==> src/rtl/xaui_tx_pkg.sv <==
`default_nettype none
// +--------------------------------------------------------------------------+
// | xaui_tx_pkg : characters, FSM state and index helpers for the XAUI TX    |
// | column encoder.                                     Revision 1.0         |
// +--------------------------------------------------------------------------+
package xaui_tx_pkg;

  localparam logic [7:0] K28_5    = 8'hBC;
  localparam logic [7:0] K28_0    = 8'h1C;
  localparam logic [7:0] K28_3    = 8'h7C;
  localparam logic [7:0] XG_IDLE  = 8'h07;
  localparam logic [7:0] XG_START = 8'hFB;
  localparam logic [7:0] XG_TERM  = 8'hFD;
  localparam logic [7:0] XG_ERR   = 8'hFE;
  localparam logic [7:0] XG_SEQ   = 8'h9C;

  // Shared width of the INIT column counter and the ||A|| spacing counter.
  localparam int CNT_W = 8;

  typedef enum logic [1:0] {
    ST_INIT = 2'd0,
    ST_IDLE = 2'd1,
    ST_DATA = 2'd2
  } tx_state_t;

  typedef struct packed {
    tx_state_t        state;
    logic [CNT_W-1:0] init_cnt;
    logic [CNT_W-1:0] a_cnt;
    logic             term_seen;
  } tx_ctx_t;

  typedef struct packed {
    tx_ctx_t     ctx;
    logic [31:0] bytes;
    logic [3:0]  k;
    logic        step;
  } col_res_t;

  // Bit offset of (column, lane) on the XGMII side and on the MGT side.
  function automatic int xg_bit(input int col, input int lane);
    return 32 * col + 8 * lane;
  endfunction

  function automatic int mgt_bit(input int col, input int lane);
    return 16 * lane + 8 * col;
  endfunction

  function automatic int k_bit(input int col, input int lane);
    return 2 * lane + col;
  endfunction

  function automatic logic [6:0] lfsr_step(input logic [6:0] s);
    return {s[5:0], s[6] ^ s[5]};
  endfunction

endpackage
`default_nettype wire

==> src/rtl/xaui_tx_lfsr.sv <==
`default_nettype none
// +--------------------------------------------------------------------------+
// | xaui_tx_lfsr : x^7+x^6+1 idle-randomisation LFSR, advances 0..2 steps.   |
// |                                                     Revision 1.0         |
// +--------------------------------------------------------------------------+
module xaui_tx_lfsr
  import xaui_tx_pkg::*;
#(
  parameter logic [6:0] SEED = 7'h7F
) (
  input  logic       clk,
  input  logic       rst_n,
  input  logic [1:0] step,
  output logic [6:0] cur,
  output logic [6:0] nxt1
);

  logic [6:0] lfsr_state;
  logic [6:0] nxt2;

  assign cur  = lfsr_state;
  assign nxt1 = lfsr_step(lfsr_state);
  assign nxt2 = lfsr_step(nxt1);

  always_ff @(posedge clk or negedge rst_n) begin
    if (!rst_n) begin
      lfsr_state <= SEED;
    end else begin
      case (step)
        2'd1:    lfsr_state <= nxt1;
        2'd2:    lfsr_state <= nxt2;
        default: lfsr_state <= lfsr_state;
      endcase
    end
  end

endmodule
`default_nettype wire

==> src/rtl/xaui_tx_idle_gen.sv <==
`default_nettype none
// +--------------------------------------------------------------------------+
// | xaui_tx_idle_gen : XGMII -> XAUI TX column encoder, two columns / clock. |
// | Optional test-pattern override: XAUI_TX_TESTPAT_EN.  Revision 1.0        |
// +--------------------------------------------------------------------------+
module xaui_tx_idle_gen
  import xaui_tx_pkg::*;
#(
  parameter int         A_MIN     = 16,
  parameter logic [6:0] LFSR_SEED = 7'h7F,
  parameter int         INIT_COLS = 16
) (
  input  logic        xaui_clk,
  input  logic        reset_n,
  input  logic        mgt_tx_rst,
  input  logic [63:0] xgmii_txd,
  input  logic [7:0]  xgmii_txc,
`ifdef XAUI_TX_TESTPAT_EN
  input  logic        tx_testpat_en,
  input  logic        tx_testpat_sel,
`endif
  output logic [63:0] mgt_txdata,
  output logic [7:0]  mgt_txcharisk,
  output logic        tx_a_cnt_zero
);

  tx_ctx_t    ctx;
  tx_ctx_t    ctx_nxt;
  col_res_t   res0;
  col_res_t   res1;
  logic [6:0] lfsr_cur;
  logic [6:0] lfsr_nxt1;
  logic [6:0] lfsr_col1;
  logic [1:0] lfsr_adv;
  logic [63:0] data_nxt;
  logic [7:0]  k_nxt;

  // Returns {bytes, charisk} for a column that is not treated as idle.
  function automatic logic [35:0] encode_data(input logic [31:0] d, input logic [3:0] c);
    logic [31:0] b;
    logic [3:0]  k;
    logic [7:0]  x;
    b = '0;
    k = '0;
    for (int j = 0; j < 4; j++) begin
      x = d[8*j +: 8];
      if (!c[j]) begin
        b[8*j +: 8] = x;
      end else begin
        k[j] = 1'b1;
        case (x)
          XG_IDLE:                          b[8*j +: 8] = K28_5;
          XG_START, XG_TERM, XG_ERR, XG_SEQ: b[8*j +: 8] = x;
          default:                          b[8*j +: 8] = XG_ERR;
        endcase
      end
    end
    return {b, k};
  endfunction

  function automatic col_res_t encode_col(input tx_ctx_t ci, input logic [31:0] d,
                                          input logic [3:0] c, input logic [6:0] lf);
    col_res_t         r;
    logic             idle_col;
    logic             has_term;
    logic [CNT_W-1:0] a_dec;
    r.ctx    = ci;
    r.bytes  = {4{K28_5}};
    r.k      = 4'hF;
    r.step   = 1'b0;
    idle_col = (c == 4'hF) && (d == {4{XG_IDLE}});
    has_term = 1'b0;
    for (int j = 0; j < 4; j++) begin
      if (c[j] && (d[8*j +: 8] == XG_TERM)) has_term = 1'b1;
    end
    a_dec = (ci.a_cnt == '0) ? '0 : ci.a_cnt - 1'b1;
    case (ci.state)
      ST_IDLE: begin
        if (idle_col) begin
          r.step          = 1'b1;
          r.ctx.term_seen = 1'b0;
          if (ci.a_cnt == '0) begin
            r.bytes     = {4{K28_3}};
            r.ctx.a_cnt = CNT_W'(A_MIN) + CNT_W'(lf[3:0]);
          end else begin
            r.ctx.a_cnt = a_dec;
            if (!ci.term_seen && lf[0]) r.bytes = {4{K28_0}};
          end
        end else begin
          {r.bytes, r.k} = encode_data(d, c);
          r.ctx.a_cnt    = a_dec;
          r.ctx.state    = ST_DATA;
        end
      end
      ST_DATA: begin
        {r.bytes, r.k} = encode_data(d, c);
        r.ctx.a_cnt    = a_dec;
        if (has_term) begin
          r.ctx.state     = ST_IDLE;
          r.ctx.term_seen = 1'b1;
        end
      end
      default: begin
        r.ctx.term_seen = 1'b0;
        if (ci.init_cnt >= CNT_W'(INIT_COLS - 1)) begin
          r.ctx.state    = ST_IDLE;
          r.ctx.init_cnt = '0;
        end else begin
          r.ctx.state    = ST_INIT;
          r.ctx.init_cnt = ci.init_cnt + 1'b1;
        end
      end
    endcase
    return r;
  endfunction

  xaui_tx_lfsr #(.SEED(LFSR_SEED)) u_lfsr (
    .clk   (xaui_clk),
    .rst_n (reset_n),
    .step  (lfsr_adv),
    .cur   (lfsr_cur),
    .nxt1  (lfsr_nxt1)
  );

  always_comb begin
    res0      = encode_col(ctx, xgmii_txd[31:0], xgmii_txc[3:0], lfsr_cur);
    // col1 sees the LFSR already advanced if col0 consumed an idle step.
    lfsr_col1 = res0.step ? lfsr_nxt1 : lfsr_cur;
    res1      = encode_col(res0.ctx, xgmii_txd[63:32], xgmii_txc[7:4], lfsr_col1);
    ctx_nxt   = res1.ctx;
    lfsr_adv  = {1'b0, res0.step} + {1'b0, res1.step};
    data_nxt  = '0;
    k_nxt     = '0;
    for (int j = 0; j < 4; j++) begin
      data_nxt[mgt_bit(0, j) +: 8] = res0.bytes[8*j +: 8];
      data_nxt[mgt_bit(1, j) +: 8] = res1.bytes[8*j +: 8];
      k_nxt[k_bit(0, j)]           = res0.k[j];
      k_nxt[k_bit(1, j)]           = res1.k[j];
    end
    if (mgt_tx_rst) begin
      // Frame in flight is dropped; a_cnt and the LFSR survive the restart.
      ctx_nxt           = ctx;
      ctx_nxt.state     = ST_INIT;
      ctx_nxt.init_cnt  = '0;
      ctx_nxt.term_seen = 1'b0;
      lfsr_adv          = 2'd0;
      data_nxt          = {8{K28_5}};
      k_nxt             = 8'hFF;
    end
`ifdef XAUI_TX_TESTPAT_EN
    else if (tx_testpat_en && (ctx.state != ST_INIT)) begin
      ctx_nxt  = ctx;
      lfsr_adv = 2'd0;
      data_nxt = tx_testpat_sel ? {8{8'h78}} : {8{8'hB5}};
      k_nxt    = 8'h00;
    end
`endif
  end

  always_ff @(posedge xaui_clk or negedge reset_n) begin
    if (!reset_n) begin
      ctx           <= '{state: ST_INIT, init_cnt: '0, a_cnt: CNT_W'(A_MIN), term_seen: 1'b0};
      mgt_txdata    <= {8{K28_5}};
      mgt_txcharisk <= 8'hFF;
      tx_a_cnt_zero <= 1'b0;
    end else begin
      ctx           <= ctx_nxt;
      mgt_txdata    <= data_nxt;
      mgt_txcharisk <= k_nxt;
      tx_a_cnt_zero <= (ctx_nxt.a_cnt == '0);
    end
  end

endmodule
`default_nettype wire

==> config.mk <==
export PLATFORM = sky130hd
export DESIGN_NAME = xaui_tx_idle_gen
export DESIGN_NICKNAME = d
export VERILOG_FILES = /design/src/rtl/xaui_tx_pkg.sv /design/src/rtl/xaui_tx_lfsr.sv /design/src/rtl/xaui_tx_idle_gen.sv
export SDC_FILE = /design/constraint.sdc
export NUM_CORES = 1
export LEC_CHECK = 0
export ABC_AREA = 1
export CAP_MARGIN = 20
export CORE_MARGIN = 2
export CORE_UTILIZATION = 35
export CTS_CLUSTER_DIAMETER = 50
export CTS_CLUSTER_SIZE = 28
export DETAILED_ROUTE_END_ITERATION = 10
export DONT_BUFFER_PORTS = 1
export HOLD_SLACK_MARGIN = 0.15
export PLACE_DENSITY_LB_ADDON = 0.25
export SLEW_MARGIN = 30
export SYNTH_ARGS = -nofsm -noshare
export SYNTH_HDL_FRONTEND = slang
export SYNTH_SLANG_ARGS = --single-unit
==> constraint.sdc <==
create_clock -name xaui_clk -period 5.2 [get_ports xaui_clk]
set_input_delay 1.56 -clock xaui_clk [delete_from_list [all_inputs] [get_ports xaui_clk]]
set_output_delay 1.56 -clock xaui_clk [all_outputs]
set_load 0.05 [all_outputs]
==> flow_results.org <==
** Global route
- Global routing finished with a remaining overflow of 0.
- For this run, the total global-route usage over all layers was measured as 19.02%.
- Initial antenna violation count :: 0
- The number of global-route vias before repair came to 5260.
- Pin count of the biggest net entering global routing :: 100
- Wire length of the first global-routing pass :: 27260 um

** Clock network
- The H-tree was split into 3 levels.
- Post_cts resized :: 0
- The number of setup buffers added after CTS is 0.
- Clock root cell :: sky130_fd_sc_hd__clkbuf_16
- Buffers inserted during clock tree synthesis total 9.
- Clock tree from TritonCTS :: done
- Hold buffers post-CTS :: 0
- In this run the deepest clock path goes through 2 buffers.
- At the later pin of the worst-skew pair, clock insertion delay measures 0.37 ns.
- After clock tree synthesis, the clock-pin slew on the worst setup and hold paths is 0.08 ns.
- Number of sinks driven by the clock tree :: 99

** Synth
- The share of the Yosys chip area taken by registers is 41.94%.
- Post-Synthesis Net Count :: 899
- The synthesized design contains 99 register bits.
- The largest total area in the synthesized netlist belongs to sky130_fd_sc_hd__dfstp_2.
- In the post-synthesis netlist, the cell with the most instances is sky130_fd_sc_hd__nand2_1.
- Yosys attributes the largest share of cell area to sky130_fd_sc_hd__dfstp_2 (24%), sky130_fd_sc_hd__dfrtp_1 (18%), sky130_fd_sc_hd__nand2_1 (9.7%), sky130_fd_sc_hd__o21ai_0 (6.7%), sky130_fd_sc_hd__nor2_1 (6.6%).
- For this run, asynchronously set or reset flops after synthesis account for 100.0%.
- The synthesized design contains 0 enable-type register cells.
- Cell types with the highest counts after synthesis :: sky130_fd_sc_hd__nand2_1 (157), sky130_fd_sc_hd__nor2_1 (107), sky130_fd_sc_hd__inv_1 (92)
- Post-synth design cell area :: 6075 um2
- Cells after synthesis :: 814
- Yosys top cell area share :: 24.22%
- Averaged over all synthesized cells, the footprint is 7.463 um2.
- Synth Flop Type :: sky130_fd_sc_hd__dfstp_2
- Number of library cell types mapped by synthesis :: 45
- Synth warnings :: 0

** Finish
- The finished layout holds 1042 standard cells, fillers aside.
- Layout-stage area growth over the synthesis result :: 9.104%
- Diodes inserted :: 0
- Number of nets in the finished design :: 897
- Share of final-layout standard cells stronger than drive strength 1 :: 18.12%
- Core Util, Final :: 38.72%
- After routing the design area is 6628 um2.

** Die
- In this run the vertical extent of the chip is 135.7 um.
- Number of primary I/O pins :: 148
- Initial Util :: 35.49%
- Placeable core region :: 17120 um2
- The die is 135.7 um wide.
- Die area :: 18430 um2
- The initialized floorplan defines 48 standard-cell rows.

** Detailed routing
- DRC violation count after routing :: 0
- In the routed layout, each cell is associated on average with a via count of 5.135.
- After detailed routing, the total wire length is 17130 um.
- Number of routed nets with antenna violations :: 0
- Count of routing violations after the opening detailed-route iteration :: 322
- After detailed routing, the average wire length per cell comes to 16.44 um.
- 1st-pass router iterations :: 7
- Summing over every cut layer, the via total after detailed routing is 5351.

** Timing
- Peak Freq :: 0.2313 GHz
- The total count of hold-check failures in the final report was 0.
- Final clock period utilization by the worst path :: 83.13%
- Setup slack on the critical path of the routed design comes to 0.8775 ns.
- Setup violations remaining at the end of the flow were counted as 0.
- Worst setup skew after layout :: 0.01199 ns
- Setup repair after global routing left no endpoint under its margin.
- Slew of the pin with the lowest slew margin :: 0.6706 ns
- Min Clock Period, post-route :: 4.323 ns
- Measured against its own limit, the worst slew margin works out to 55.24%.
- Setup Total Neg Slack :: 0 ns
- The max-slew violation count was 0.
- Min Hold Slack :: 0.4914 ns

** Setup path
- Critical setup path kind :: in2reg
- Traced cell by cell, the critical path runs through inv_1 -> nand2_1 -> nor2_1 -> nand3_2 -> nor2_4 -> nand2_2 -> nor2_4 -> o21ai_0 -> o211ai_1 -> nand2_1 -> inv_1 -> ha_1 -> nand3_1 -> inv_2 -> ha_1 -> nand2_1 -> ha_1 -> inv_1 -> o21ai_0 -> a21oi_1 -> a21oi_1.
- CP startpoint kind :: primary input
- Largest fanout on the critical path :: 10
- Arrival time of the worst setup path :: 4.62 ns
- Worst Setup End Kind :: flip-flop
- At the worst endpoint, the required time is 5.49 ns.
- Peak per-stage delay on the critical path :: 0.34 ns
- The largest individual stage delay along the critical path comes from the cell sky130_fd_sc_hd__ha_1.

** Worst hold path
- The worst hold path belongs to the class reg2reg.

** Pwr
- In this run the static leakage power is 2.869 nW.
- IR drop worst, VDD :: 0.1589 mV
- The design draws 2.053 mW.
- Dividing total power by cell area gives a power density of 309.8 nW/um2.

** Placed design
- DP Area :: 6319 um2
- At the end of routability-driven placement, the weighted congestion stood at 0.8541.
- Buffers placed on the I/O ports in this run total 0.
- Setup WS pre-CTS :: 0.5312 ns
- In this run, placement finished with an instance count of 1026.
- Detailed Place HPWL :: 12650 um

** Outcome
- Status :: complete, no violations

** Run
- Across the run, the number of max-cap violations was 0.
[critical path: cells and delay by family]
kind | cells | cell delay (ns)
simple gates | 9 | 1.21
fa+ha+maj | 3 | 0.86
buf+inv | 4 | 0.48
compound gates | 5 | 0.50
[final timing paths]
path                                           start                         to  slack [ns]  depth (start not counted)
min in group asynchronous                    reset_n   mgt_txdata[16]$_DFF_PN0_        0.89                          0
min reg2reg                u_lfsr.cur[3]$_DFFE_PN1P_  u_lfsr.cur[4]$_DFFE_PN1P_        0.49                          2
max                                     xgmii_txd[7]  u_lfsr.cur[0]$_DFFE_PN1P_        0.88                         21
max in group asynchronous                    reset_n   mgt_txdata[12]$_DFF_PN1_        4.10                          0
max reg2reg                        ctx[18]$_DFF_PN0_  u_lfsr.cur[0]$_DFFE_PN1P_        1.71                         16
min                        u_lfsr.cur[3]$_DFFE_PN1P_  u_lfsr.cur[4]$_DFFE_PN1P_        0.49                          2
[state kept, by name, indices dropped and copies added, names as in the netlist]
signal	cells
mgt_txdata	64
ctx	19
mgt_txcharisk	8
u_lfsr.cur	7
tx_a_cnt_zero	1
[report_power, final]
part	internal (mW)	switching [mW]
Combinational	0.159	0.298
Sequential	0.817	0.0687
Clock	0.349	0.361
Total	1.33	0.728
[logic make-up after synthesis]
family | after synthesis | synth area share (%)
adders and majority gates | 10 | 2.060
AOI/OAI and AO/OA | 154 | 14.36
buffers and inverters | 129 | 8.198
DFF | 99 | 41.94
and+or+nand+nor | 415 | 32.44
xor gates and xnor gates | 7 | 1.009
[layout by cell type, fill, tap and decap left out, types with 4 or more instances in the layout]
cell type,instances
sky130_fd_sc_hd__dfstp_2,56
sky130_fd_sc_hd__nor2_4,10
sky130_fd_sc_hd__nor2_2,8
sky130_fd_sc_hd__a31oi_1,5
sky130_fd_sc_hd__a2111oi_0,8
sky130_fd_sc_hd__nand2_2,14
sky130_fd_sc_hd__nand2_1,157
sky130_fd_sc_hd__buf_4,6
sky130_fd_sc_hd__nand3_1,52
sky130_fd_sc_hd__inv_1,92
sky130_fd_sc_hd__o21ai_0,81
sky130_fd_sc_hd__nor2_1,107
sky130_fd_sc_hd__ha_1,10
sky130_fd_sc_hd__dfrtp_1,43
sky130_fd_sc_hd__clkbuf_16,9
sky130_fd_sc_hd__xnor2_1,4
sky130_fd_sc_hd__nand2_4,6
sky130_fd_sc_hd__nor3_1,16
sky130_fd_sc_hd__a21oi_1,38
sky130_fd_sc_hd__nor4_1,10
sky130_fd_sc_hd__nand4_1,20
sky130_fd_sc_hd__o41ai_1,6
sky130_fd_sc_hd__nand3_2,7
sky130_fd_sc_hd__inv_2,14
[layer usage]
| metal | wire length (um) | part of all wire [%] | GRT usage (%) |
|---|---|---|---|
| met1 | 7326 | 43 | 22.92 |
| met2 | 8148 | 48 | 32.13 |
| met3 | 1363 | 8.0 | 5.986 |
| met4 | 296 | 1.7 | 6.424 |
| met5 | 0 | 0 | 0 |
[area by class of cell]
class | instances | area (um2)
flip-flops and latches | 99 | 2547
clock inverters | 7 | 83.83
clock buffers | 9 | 225.2
well taps | 225 | 281.5
inverters | 110 | 415.4
multi-input cells | 586 | 3029
repair buffers | 6 | 45.04
fillers | 1813 | 10490
Note: power is estimated with default switching activity, not from simulation.
